<file path="src/rtl/ysyx_23060111_wbarb.sv">
// Write-back arbiter: round-robin share of one register-file write port between
// EXU (A) and LSU (B), with a pending-write scoreboard. Optional forwarding via YSYX_23060111_WB_BYPASS_EN.
module ysyx_23060111_wbarb #(
    parameter int ADDR_WIDTH = 5,
    parameter int DATA_WIDTH = 32
) (
    input  logic                  clk,
    input  logic                  rst,
    input  logic                  a_valid,
    output logic                  a_ready,
    input  logic [ADDR_WIDTH-1:0] a_rd,
    input  logic [DATA_WIDTH-1:0] a_data,
    input  logic                  b_valid,
    output logic                  b_ready,
    input  logic [ADDR_WIDTH-1:0] b_rd,
    input  logic [DATA_WIDTH-1:0] b_data,
    input  logic                  iss_valid,
    input  logic [ADDR_WIDTH-1:0] iss_rd,
    input  logic [ADDR_WIDTH-1:0] qaddr1,
    input  logic [ADDR_WIDTH-1:0] qaddr2,
    output logic                  busy1,
    output logic                  busy2,
    output logic                  rf_wen,
    output logic [ADDR_WIDTH-1:0] rf_waddr,
    output logic [DATA_WIDTH-1:0] rf_wdata,
    output logic                  byp_hit1,
    output logic                  byp_hit2,
    output logic [DATA_WIDTH-1:0] byp_data
);
    localparam int NREG = 2 ** ADDR_WIDTH;

    logic            ptr;
    logic            grant_a;
    logic            grant_b;
    logic [NREG-1:0] busy;
    logic [NREG-1:0] busy_nxt;

    // ptr=0 gives A priority on a conflict, ptr=1 gives B priority.
    always_comb begin
        grant_a = !rst && a_valid && (!b_valid || !ptr);
        grant_b = !rst && b_valid && (!a_valid || ptr);
    end

    assign a_ready = grant_a;
    assign b_ready = grant_b;

    always_ff @(posedge clk or posedge rst) begin
        if (rst) begin
            ptr      <= 1'b0;
            rf_wen   <= 1'b0;
            rf_waddr <= '0;
            rf_wdata <= '0;
        end else begin
            if (a_valid && b_valid)
                ptr <= grant_a;
            if (grant_a) begin
                rf_wen   <= (a_rd != '0);
                rf_waddr <= a_rd;
                rf_wdata <= a_data;
            end else if (grant_b) begin
                rf_wen   <= (b_rd != '0);
                rf_waddr <= b_rd;
                rf_wdata <= b_data;
            end else begin
                rf_wen <= 1'b0;
            end
        end
    end

    // Clear applied before set so a same-edge issue keeps the register busy.
    always_comb begin
        busy_nxt = busy;
        if (rf_wen)
            busy_nxt[rf_waddr] = 1'b0;
        if (iss_valid && iss_rd != '0)
            busy_nxt[iss_rd] = 1'b1;
        busy_nxt[0] = 1'b0;
    end

    always_ff @(posedge clk or posedge rst) begin
        if (rst)
            busy <= '0;
        else
            busy <= busy_nxt;
    end

`ifdef YSYX_23060111_WB_BYPASS_EN
    assign byp_hit1 = rf_wen && (rf_waddr != '0) && (qaddr1 == rf_waddr);
    assign byp_hit2 = rf_wen && (rf_waddr != '0) && (qaddr2 == rf_waddr);
    assign byp_data = rf_wdata;
    assign busy1    = busy[qaddr1] && !byp_hit1;
    assign busy2    = busy[qaddr2] && !byp_hit2;
`else
    assign byp_hit1 = 1'b0;
    assign byp_hit2 = 1'b0;
    assign byp_data = '0;
    assign busy1    = busy[qaddr1];
    assign busy2    = busy[qaddr2];
`endif

endmodule
</file>
<file path="config.mk">
export PLATFORM = sky130hd
export DESIGN_NAME = ysyx_23060111_wbarb
export DESIGN_NICKNAME = d
export VERILOG_FILES = /design/src/rtl/ysyx_23060111_wbarb.sv
export SDC_FILE = /design/constraint.sdc
export NUM_CORES = 1
export LEC_CHECK = 0
export ABC_AREA = 1
export CAP_MARGIN = 20
export CORE_UTILIZATION = 25
export CTS_BUF_LIST = sky130_fd_sc_hd__clkbuf_2
export CTS_CLUSTER_SIZE = 14
export DETAILED_ROUTE_END_ITERATION = 8
export MAX_ROUTING_LAYER = met4
export PLACE_DENSITY = 0.57
export SLEW_MARGIN = 20
export SYNTH_ARGS = -nofsm -noshare
export SYNTH_HDL_FRONTEND = slang
export SYNTH_SLANG_ARGS = --single-unit
</file>
<file path="constraint.sdc">
create_clock -name clk -period 2.5 [get_ports clk]
set_input_delay 0.375 -clock clk [delete_from_list [all_inputs] [get_ports clk]]
set_output_delay 0.375 -clock clk [all_outputs]
set_load 0.01 [all_outputs]
</file>
; After elaboration in Yosys (flattened, before gate mapping)
; Cells that the tools add are included.
[classes]
multipliers = 0
n_eq_ne = 0
reduce_logical = 18
magnitude_cmp = 6
bitwise = 3
n_shift = 0
add_sub_neg = 0
n_div = 0
muxes = 16
[op_table]
columns = operator, n
row1 = 2-to-1 mux 32 bit, 4
row2 = AND 32 bit, 1
row3 = inverter 32 bit, 1
row4 = OR 32 bit, 1
row5 = "< comparator 5 x 6 -> 1 bit, second input constant", 4
row6 = nonzero test 5 bit, 3
row7 = binary-select mux 1 bit (select 5 bit), 2
row8 = demux 1 bit (select 5 bit), 2
row9 = ">= comparator 5 x 1 -> 1 bit, second input constant", 2
row10 = 2-to-1 mux 5 bit, 2
row11 = logical AND 1 bit, 8
row12 = 2-to-1 mux 1 bit, 6
row13 = zero test 1 bit, 4
row14 = logical OR 1 bit, 2
row15 = nonzero test 2 bit, 1
[word_totals]
reg_bits = 70
latchBits = 0
memories = 0
romBits = 0
inputBits = 94
mem_bits_rw = 0
elab_cells = 48
out_inout_bits = 76

; Depth between registers and ports, before layout
; Gate-level depths: netlist of run 1.
[depth]
word_depth = 9
mapped_depth = 11
ltp_nobuf = 9

; Worst setup path before layout of run 1
; OpenSTA, ideal clock, no wires.
[synth_path]
kind = input to output
from = input port rst
to = output port a_ready
required_time_ns = 2.125
path_slack_ns = 0.348
t_arrival_ns = 1.777
cell_stages = 4
path_cell_list = inv_2 > nand3_2 > inv_2 > buf_4
[synth_via]
elab_chain_len = 3
[synth_lines]
columns = element, line_no
row1 = "start, declared", 8  ; input logic rst,
row2 = zero test 1 bit (no source line), n/a
row3 = logical AND 1 bit (2 in a row), 40  ; grant_a = !rst && a_valid && (!b_valid || !ptr);
row4 = "end, declared", 10  ; output logic a_ready,
; Every way passes these cells.

; Final worst setup path of run 1
[layout_path]
from = input port qaddr2[0]
to = output port busy2
[layout_via]
elab_chain_len = 2
[layout_lines]
columns = element, line_no
row1 = "start, declared", 20  ; input logic [ADDR_WIDTH-1:0] qaddr2,
row2 = binary-select mux 1 bit (select 5 bit), 98  ; assign busy2 = busy[qaddr2];
row3 = 2-to-1 mux 1 bit (not written as such), 98
row4 = "end, declared", 22  ; output logic busy2,
; Every way passes these cells. The select of a mux whose other input is x is not followed.

==> results.json, run 1 <==
{
  "first_pass_iters": 6,
  "vias_per_cell": 4.49,
  "drv_slew": 0,
  "crit_fanout": 17,
  "synthToLayoutAreaGrowth_pct": 39.2,
  "initial_utilization_pct": 25.5,
  "critPathMostFrequentCell": "nand2_1",
  "worstMarginPinSlew_ps": 742,
  "critPathSlowestCell": "clkdlybuf4s50_1",
  "required_ps": 2120,
  "cts_tree": "built",
  "cp-end-kind": "primary output",
  "crit_family": "buffers and inverters",
  "die_area_sq_um": 16600,
  "status": "completed",
  "n_fill_cell": 1721,
  "whs_ps": 199,
  "nets": 765,
  "grt_remaining_overflow": 0,
  "finish.instance_area_sq_um": 5610,
  "gp_congestion": 0.834,
  "hold_violations": 0,
  "htree_levels": 3,
  "fp.dieH_um": 129,
  "syn_area_sq_um": 4030,
  "synth_cells": 536,
  "grt_pass1_vias": 3994,
  "drt-initial-drc-count": 280,
  "track_usage_pct": 16.7,
  "utilization_pct": 35.5,
  "placed_cells": 876,
  "antenna_found_initial": 1,
  "clockPowerShare_pct": 21.2,
  "worstPathCellList": "clkdlybuf4s50_1 > buf_12 > inv_6 > nand2_1 > nand3_1 > nand3_1 > nand2_1 > nand2_1 > nand2_1 > nand2_1 > nand2_1 > dlygate4sd2_1",
  "tns_ps": 0,
  "synth_top_family_by_area": "simple AND/OR/NAND/NOR gates",
  "fmax_mhz": 444,
  "place_ws_ps": -40.4,
  "synth_mux_area_share_pct": 0,
  "synthSimpleGateAreaFrac_pct": 25.3,
  "worstSetupStartpointType": "input port",
  "synth.avg_cell_area_sq_um": 7.53,
  "p_int_mw": 2.32,
  "drc": 0,
  "layout.cells.most_common_list": "clkdlybuf4s50_1 (132), nand2_1 (124), nand3_1 (72)",
  "synth-compound-area-share_pct": 17.6,
  "stdcell_count": 893,
  "combPwrFrac_pct": 32.1,
  "synth_cell_type_count": 23,
  "skew_ps": 42.1,
  "seqPwrFrac_pct": 46.6,
  "synth_top_area_cell": "dfrtp_1",
  "cts_buffers": 9,
  "switchingPower_mw": 1.31,
  "total_power_mw": 3.64,
  "synthAdderAreaFrac_pct": 0,
  "rows": 46,
  "synth_area_leaders": "dfrtp_1 (43%), nand2_1 (12%), nand3_1 (8.9%)",
  "core_area_sq_um": 15800,
  "drive_gt1_share_pct": 5.33,
  "ys_warn_count": 0,
  "cts_buffer_depth": 2,
  "maxSlewHeadroom_pct": 50.5,
  "period_minus_slack_ps": 2250,
  "max-cap-violations": 0,
  "switching_share_pct": 36.1,
  "p_leak_nw": 2.48,
  "worst_slack_ps": 248,
  "via_count": 4012,
  "seq_area_frac_synth_pct": 43.4,
  "post-route-period-util_pct": 90.1,
  "placed_cell_area_sq_um": 5470,
  "wl_um": 12800,
  "path_clk_slew_ps": 240,
  "die_w_um": 129,
  "final_common_cell": "clkdlybuf4s50_1",
  "cts-hold-fix-buffers": 0,
  "grt_pass1_wl_um": 20800,
  "powerDensity_nw_per_um2": 648,
  "power.ir.vdd_worst_mv": 0.245,
  "port_buffers": 135,
  "worst-path-buf-inv": 4,
  "ys_ff_latch": 70,
  "insertion_delay_ps": 560,
  "synth_top_area_share_pct": 43.4,
  "setup_viol": 0,
  "crit_type": "input port to primary output",
  "slowest_delay_ps": 500,
  "ios": 170,
  "cts_sinks": 70,
  "cts-root-buf": "clkbuf_2",
  "grt_max_degree": 59,
  "antenna_left": 0,
  "dp_hpwl_um": 9460,
  "synth_xor_xnor_area_share_pct": 0,
  "hp-class": "input port to asynchronous set/reset pin",
  "rsz0062_at_grt": "no",
  "arrival_ps": 1880,
  "avgRoutedWirePerCell_um": 14.3
}
path summary, 6_finish.rpt:
kind                           endpoint          from  slack, ps  depth (start not counted)
min reg2reg                rf_wdata[10]  rf_wdata[10]        510                          2
max in group asynchronous      busy[18]           rst       1540                          3
max                               busy2     qaddr2[0]        250                         12
min                        rf_wdata[19]           rst        200                          3
max reg2reg                 rf_waddr[3]           ptr       1070                          7
min in group clk           rf_wdata[22]    a_data[22]        380                          3
per-layer routing:
metal | part of all wire, % | global-route usage [%] | wire length, um
met4 | 1.5 | 5.67 | 189
met3 | 8.3 | 4.38 | 1060
met2 | 44 | 25.5 | 5690
met5 | 0 | - | 0
met1 | 46 | 21.5 | 5850
flip-flops by register name (all words and copies together), names as in the netlist:
| register | flops |
|---|---|
| ptr | 1 |
| rf_wdata | 32 |
| busy | 31 |
| rf_wen | 1 |
| rf_waddr | 5 |
final cells by class:
cell class	instances	area, sq um	share of cell area [%]
antenna	1	2.50	0.0446
clock buffer	9	45.0	0.802
clock inverter	7	88.8	1.58
inverter	34	135	2.41
multi-input combinational	410	1860	33.1
sequential	70	1750	31.2
tap	216	270	4.81
timing repair buffer	146	1460	26.1
worst reg2reg max path, delay by kind of cell (launching register included):
family / cells / cell delay [ps]
and+or+nand+nor: 3 / 250
buffers and inverters: 2 / 420
DFF: 1 / 450
AOI/OAI and AO/OA: 2 / 230
cell families after synthesis:
logic type      count (synthesis)
compound gates                139
buf+inv                        89
flops                          70
other cells                     1
simple gates                  237
cell usage after synthesis:
master	instances
nand2_1	124
nand3_1	72
o21ai_0	71
dfrtp_1	70
buf_4	41
nor2_1	35
a21oi_1	34
o21ai_1	30
inv_1	28
buf_2	8
buf_6	6
inv_2	4
inv_4	2
o221ai_1	2
conb_1	1
nand2_2	1
nand2_4	1
nand3_2	1
nor2_4	1
nor2_8	1
nor4_1	1
o22ai_1	1
o41ai_1	1
power by group through the flow:
stage          registers [mW]  logic, mW  clock network [mW]
4_1_cts                  1.69       1.18               0.789
6_report                 1.70       1.17               0.773
5_1_grt                  1.74       1.33               0.825
3_5_place_dp             1.71       1.17                   0
3_3_place_gp             1.71       1.17                   0
2_1_floorplan            1.66      0.653                   0
what timing repair did:
| item | in CTS | in global routing |
|---|---|---|
| setup endpoints to repair | 2 | 1 |
| resized for setup | 4 | 1 |
| setup buffers | 0 | 0 |
(Power assumes the default switching activity.)
==> run 2: changes to the inputs <==
--- a/config.mk
+++ b/config.mk
@@ -5,7 +5,6 @@
 export SDC_FILE = /design/constraint.sdc
 export NUM_CORES = 1
 export LEC_CHECK = 0
-export ABC_AREA = 1
 export CAP_MARGIN = 20
 export CORE_UTILIZATION = 25
 export CTS_BUF_LIST = sky130_fd_sc_hd__clkbuf_2
@@ -13,7 +12,7 @@
 export DETAILED_ROUTE_END_ITERATION = 8
 export MAX_ROUTING_LAYER = met4
 export PLACE_DENSITY = 0.57
-export SLEW_MARGIN = 20
+export SKIP_LAST_GASP = 1
 export SYNTH_ARGS = -nofsm -noshare
 export SYNTH_HDL_FRONTEND = slang
 export SYNTH_SLANG_ARGS = --single-unit
==> run 2 against run 1 <==
  * Core utilization grew 1.3 points
  * Area after synthesis is 3.0% lower
  * Clock skew down 25 ps
  * Non-clock buffer count is 7 higher
  * Critical path depth is 6 lower
  * Final cell count shrank 15%
  * Critical endpoint is now busy1
  * Highest routed layer unchanged
==> results.json, run 2 <==
{
  "cts_buffer_depth": 2,
  "gp_congestion": 0.851,
  "powerDensity_nw_per_um2": 621,
  "via_count": 3489,
  "core_area_sq_um": 15300,
  "required_ps": 2120,
  "drv_slew": 0,
  "synth.avg_cell_area_sq_um": 9.71,
  "antenna_cells": 0,
  "synth_cells": 403,
  "path_clk_slew_ps": 200,
  "die_area_sq_um": 16200,
  "top_regs": "rf_wdata x32, busy x31, rf_waddr x5",
  "utilization_pct": 36.8,
  "rows": 45,
  "worstSetupStartpointType": "flop",
  "die_w_um": 127,
  "htree_levels": 3,
  "hp-class": "input port to flop",
  "vias_per_cell": 4.58,
  "ys_warn_count": 0,
  "ios": 170,
  "antenna_left": 0,
  "insertion_delay_ps": 500,
  "p_leak_nw": 2.25,
  "worstMarginPinSlew_ps": 892,
  "fp.dieH_um": 127,
  "critPathSlowestCell": "dfrtp_1",
  "yosys_most_used_dff": "dfrtp_1",
  "maxSlewHeadroom_pct": 40.3,
  "status": "completed",
  "drt-initial-drc-count": 158,
  "crit_fanout": 2,
  "layout.cells.most_common_list": "clkdlybuf4s50_1 (131), o21ai_0 (93), dfrtp_1 (70)",
  "grt_remaining_overflow": 0,
  "cp-end-kind": "primary output",
  "async_flop_share_pct": 100,
  "dp_hpwl_um": 9090,
  "grt_max_degree": 71,
  "grt_pass1_wl_um": 18600,
  "synth_top_area_cell": "dfrtp_1",
  "seq_area_frac_synth_pct": 44.8,
  "period_minus_slack_ps": 2450,
  "port_buffers": 135,
  "synth_area_leaders": "dfrtp_1 (45%), mux2i_1 (14%), o21ai_0 (12%)",
  "cts_buffers": 9,
  "cts-hold-fix-buffers": 0,
  "largest_reg_flops": 32,
  "syn_area_sq_um": 3910,
  "final_common_cell": "clkdlybuf4s50_1",
  "synthTopCellsByCount": "o21ai_0 (93), dfrtp_1 (70), mux2i_1 (53)",
  "drc": 0,
  "drive_gt1_share_pct": 9.07,
  "synth_top_area_share_pct": 44.8,
  "avgRoutedWirePerCell_um": 15.6,
  "synth_cell_type_count": 32,
  "antenna_found_initial": 0,
  "track_usage_pct": 15.5,
  "crit_type": "flop to primary output",
  "worst-path-buf-inv": 2,
  "arrival_ps": 2070,
  "cts-root-buf": "clkbuf_2",
  "slowest_delay_ps": 450,
  "rsz0062_at_grt": "yes",
  "wl_um": 11900,
  "cts_tree": "built",
  "hold_violations": 0,
  "synthToLayoutAreaGrowth_pct": 43.4,
  "max-cap-violations": 0,
  "skew_ps": 17.4,
  "synth-edff-count": 0,
  "fmax_mhz": 408,
  "crit_family": "flip-flops",
  "cts_sinks": 70,
  "ys_ff_latch": 70,
  "top_register": "rf_wdata",
  "setup_viol": 0,
  "power.ir.vdd_worst_mv": 0.235,
  "worstPathCellList": "buf_4 > mux4_2 > nand2b_4 > o211ai_1 > nand4_1 > buf_2",
  "total_power_mw": 3.49,
  "initial_utilization_pct": 25.6,
  "first_pass_iters": 6,
  "post-route-period-util_pct": 98.0,
  "nets": 640,
  "grt_pass1_vias": 3528,
  "synth_most_common_cell": "o21ai_0"
}
[run 2: worst paths after layout]
kind	startpoint	to	slack [ps]	cells past startpoint
max	busy[6]	busy1	50	6
min	b_data[1]	rf_wdata[1]	460	3
max reg2reg	ptr	rf_wdata[10]	890	4
min reg2reg	rf_wdata[23]	rf_wdata[23]	510	2
max in group asynchronous	rst	busy[9]	1260	3
min in group asynchronous	rst	rf_wdata[21]	640	3
[run 2: per-stage QoR]
stage | worst slack [ps] | setup TNS (ps) | cells | area, sq um | hold WS [ps]
CTS | -112 | -112 | 762 | 5600 | 412
global placement | -225 | -418 | 739 | 5450 | 465
finish | 50.1 | 0 | 762 | 5610 | 464
global route | -43.3 | -43.3 | 762 | 5610 | 407
detailed placement | -257 | -493 | 739 | 5450 | 473
floorplan | 17.2 | 0 | 436 | 4040 | 481
[run 2: cell families after synthesis]
group,count (synthesis),synth area share [%]
simple gates,92,11.7
mux,59,17.0
flops,70,44.8
other cells,1,0.0958
compound gates,121,16.8
buf+inv,60,9.63
[run 2: what timing repair did]
| item | CTS | global route |
|---|---|---|
| pin swaps | 0 | 1 |
| gates cloned | 0 | 0 |
| setup endpoints to repair | 2 | 2 |
| buffers inserted | 7 | 0 |
| resized for setup | 4 | 7 |
[run 2: power by group]
group / internal, mW / switching, mW
Sequential: 1.41 / 0.264
Combinational: 0.657 / 0.526
Clock: 0.224 / 0.405
Total: 2.29 / 1.19
[run 2: area by class of cell]
class	count	area [sq um]
tap	211	264
timing repair buffer	153	1520
fill	1594	9650
sequential	70	1750
multi-input combinational	306	1940
clock buffer	10	50.0
clock inverter	6	52.6
inverter	6	26.3
[run 2: per-layer routing]
metal | vias up | routed length [um] | global-route usage [%]
met5 | - | 0 | -
met4 | 0 | 184 | 5.88
met3 | 14 | 1140 | 5.40
met2 | 176 | 5500 | 24.4
met1 | 1634 | 5100 | 18.4
li1 | 1665 | - | -
[run 2: worst register-to-register path, cell delays in order (launching register included)]
cell,delay [ps]
dfrtp_1,480
a211oi_4,350
buf_12,300
mux2i_1,270
o21ai_0,100
==> run 3: changes to the inputs <==
--- a/config.mk
+++ b/config.mk
@@ -6,6 +6,7 @@
 export NUM_CORES = 1
 export LEC_CHECK = 0
 export CAP_MARGIN = 20
+export CORE_MARGIN = 2
 export CORE_UTILIZATION = 25
 export CTS_BUF_LIST = sky130_fd_sc_hd__clkbuf_2
 export CTS_CLUSTER_SIZE = 14
==> run 3 against run 2 <==
  * Sequential share of layout area rose by 0.22 points
  * Clock skew rose by 27 ps
  * Combinational power fell by 8%
  * First-iteration DRC count fell by 33%
  * Critical path depth did not move
  * Flip-flop and latch count did not move
  * Core utilization fell by 0.25 points
  * Power fell by 2.5%
  * Global-route usage fell by 1.1 points
  * Maximum frequency rose by 0.61%
  * Largest cell class unchanged
==> results.json, run 3 (synthesis results as in run 2) <==
{
  "rsz0062_at_grt": "yes",
  "arrival_ps": 2060,
  "p_int_mw": 2.24,
  "rr_endpoint": "rf_wdata[29]",
  "grt_remaining_overflow": 0,
  "cts_buffer_depth": 2,
  "grt_pass1_vias": 3458,
  "path_clk_slew_ps": 220,
  "switching_share_pct": 34.1,
  "place_ws_ps": -268,
  "vias_per_cell": 4.54,
  "avgRoutedWirePerCell_um": 15.2,
  "antenna_found_initial": 0,
  "initial_utilization_pct": 25.6,
  "skew_ps": 44.5,
  "powerDensity_nw_per_um2": 610,
  "synthToLayoutAreaGrowth_pct": 42.4,
  "slowest_delay_ps": 470,
  "drive_gt1_share_pct": 8.23,
  "antenna_cells": 0,
  "combPwrFrac_pct": 32.1,
  "track_usage_pct": 14.5,
  "crit_type": "flop to primary output",
  "n_fill_cell": 1571,
  "dp_hpwl_um": 9010,
  "setup_viol": 0,
  "post-route-period-util_pct": 97.4,
  "cts_sinks": 70,
  "worst-path-buf-inv": 2,
  "drc": 0,
  "crit_fanout": 3,
  "first_pass_iters": 4,
  "rows": 45,
  "power.ir.vdd_worst_mv": 0.233,
  "critPathSlowestCell": "dfrtp_1",
  "cts_buffers": 9,
  "largest_reg_flops": 32,
  "fp.dieH_um": 129,
  "port_buffers": 135,
  "r2r_cells": 4,
  "htree_levels": 3,
  "nets": 637,
  "via_count": 3443,
  "die_area_sq_um": 16700,
  "top_register": "rf_wdata",
  "worstPathCellList": "buf_4 > mux4_2 > nand2b_1 > o211ai_1 > nand4_1 > clkbuf_2",
  "worst_slack_ps": 65.0,
  "max-cap-violations": 0,
  "antenna_left": 0,
  "insertion_delay_ps": 500,
  "cts_tree": "built",
  "final_common_cell": "clkdlybuf4s50_1",
  "ios": 170,
  "grt_pass1_wl_um": 18000,
  "cts-root-buf": "clkbuf_2",
  "cts-hold-fix-buffers": 0,
  "die_w_um": 129,
  "required_ps": 2120,
  "period_minus_slack_ps": 2440,
  "top_regs": "rf_wdata x32, busy x31, rf_waddr x5",
  "status": "completed",
  "crit_family": "flip-flops",
  "grt_max_degree": 52,
  "maxSlewHeadroom_pct": 45.6,
  "layout.cells.most_common_list": "clkdlybuf4s50_1 (131), o21ai_0 (93), dfrtp_1 (70)",
  "gp_congestion": 0.862,
  "drv_slew": 0,
  "utilization_pct": 36.5,
  "hp-class": "input port to asynchronous set/reset pin",
  "cp-end-kind": "primary output",
  "worstSetupStartpointType": "flop",
  "r2r_start": "ptr",
  "p_leak_nw": 2.21,
  "drt-initial-drc-count": 106,
  "wl_um": 11500,
  "switchingPower_mw": 1.16,
  "seqPwrFrac_pct": 49.3,
  "fmax_mhz": 411,
  "ff2ff_setup_slack_ps": 820,
  "clockPowerShare_pct": 18.6,
  "hold_violations": 0,
  "worstMarginPinSlew_ps": 812,
  "core_area_sq_um": 15300
}
==> run 3: how the worst max path moves through the flow <==
stage	start	endpoint	slack [ps]	cells past startpoint
floorplan	rst	rf_wdata[13]	20	4
global placement	qaddr1[0]	busy1	-220	6
detailed placement	qaddr1[0]	busy1	-270	6
CTS	busy[4]	busy1	-150	6
global route	busy[4]	busy1	-20	6
finish	busy[4]	busy1	60	6
==> run 3: layout make-up <==
class | instances | area [sq um] | area share (%)
multi-input cells | 306 | 1930 | 34.6
flip-flops and latches | 70 | 1750 | 31.4
repair buffers | 150 | 1500 | 26.9
well taps | 211 | 264 | 4.74
clock inverters | 5 | 51.3 | 0.921
inverters | 6 | 26.3 | 0.472
clock buffers | 10 | 50.0 | 0.898
==> run 3: repair_timing <==
item	CTS	global route
pin swaps	0	0
buffers inserted	1	0
gates resized for setup	4	4
endpoints found under the hold margin	0	0
endpoints found under the setup margin	2	2
==> run 3: power groups by stage <==
stage / sequential, mW / combinational (mW) / clock, mW
2_1_floorplan: 1.62 / 0.607 / 0
3_3_place_gp: 1.68 / 1.08 / 0
3_5_place_dp: 1.70 / 1.10 / 0
4_1_cts: 1.68 / 1.10 / 0.651
5_1_grt: 1.72 / 1.21 / 0.712
6_report: 1.68 / 1.09 / 0.632
==> run 3: metal layers <==
metal  wire length (um)  up-vias  part of all wire, %  global-route usage, %
met5                  0        -                    0                      -
met4                 68        0                 0.59                   4.99
met3               1150       10                   10                   4.46
met2               5250      180                   46                   22.0
met1               5040     1596                   44                   18.3
li1                   -     1657                    -                      -
==> run 3: metrics by stage <==
step,hold WS (ps),TNS [ps],instances,total power [mW],cell area [sq um]
4_1_cts,181,-147,758,3.43,5580
3_5_place_dp,469,-496,742,2.80,5480
3_3_place_gp,462,-421,742,2.76,5480
6_report,221,0,758,3.40,5570
2_1_floorplan,481,0,436,2.22,4040
5_1_grt,186,-20.1,758,3.64,5570
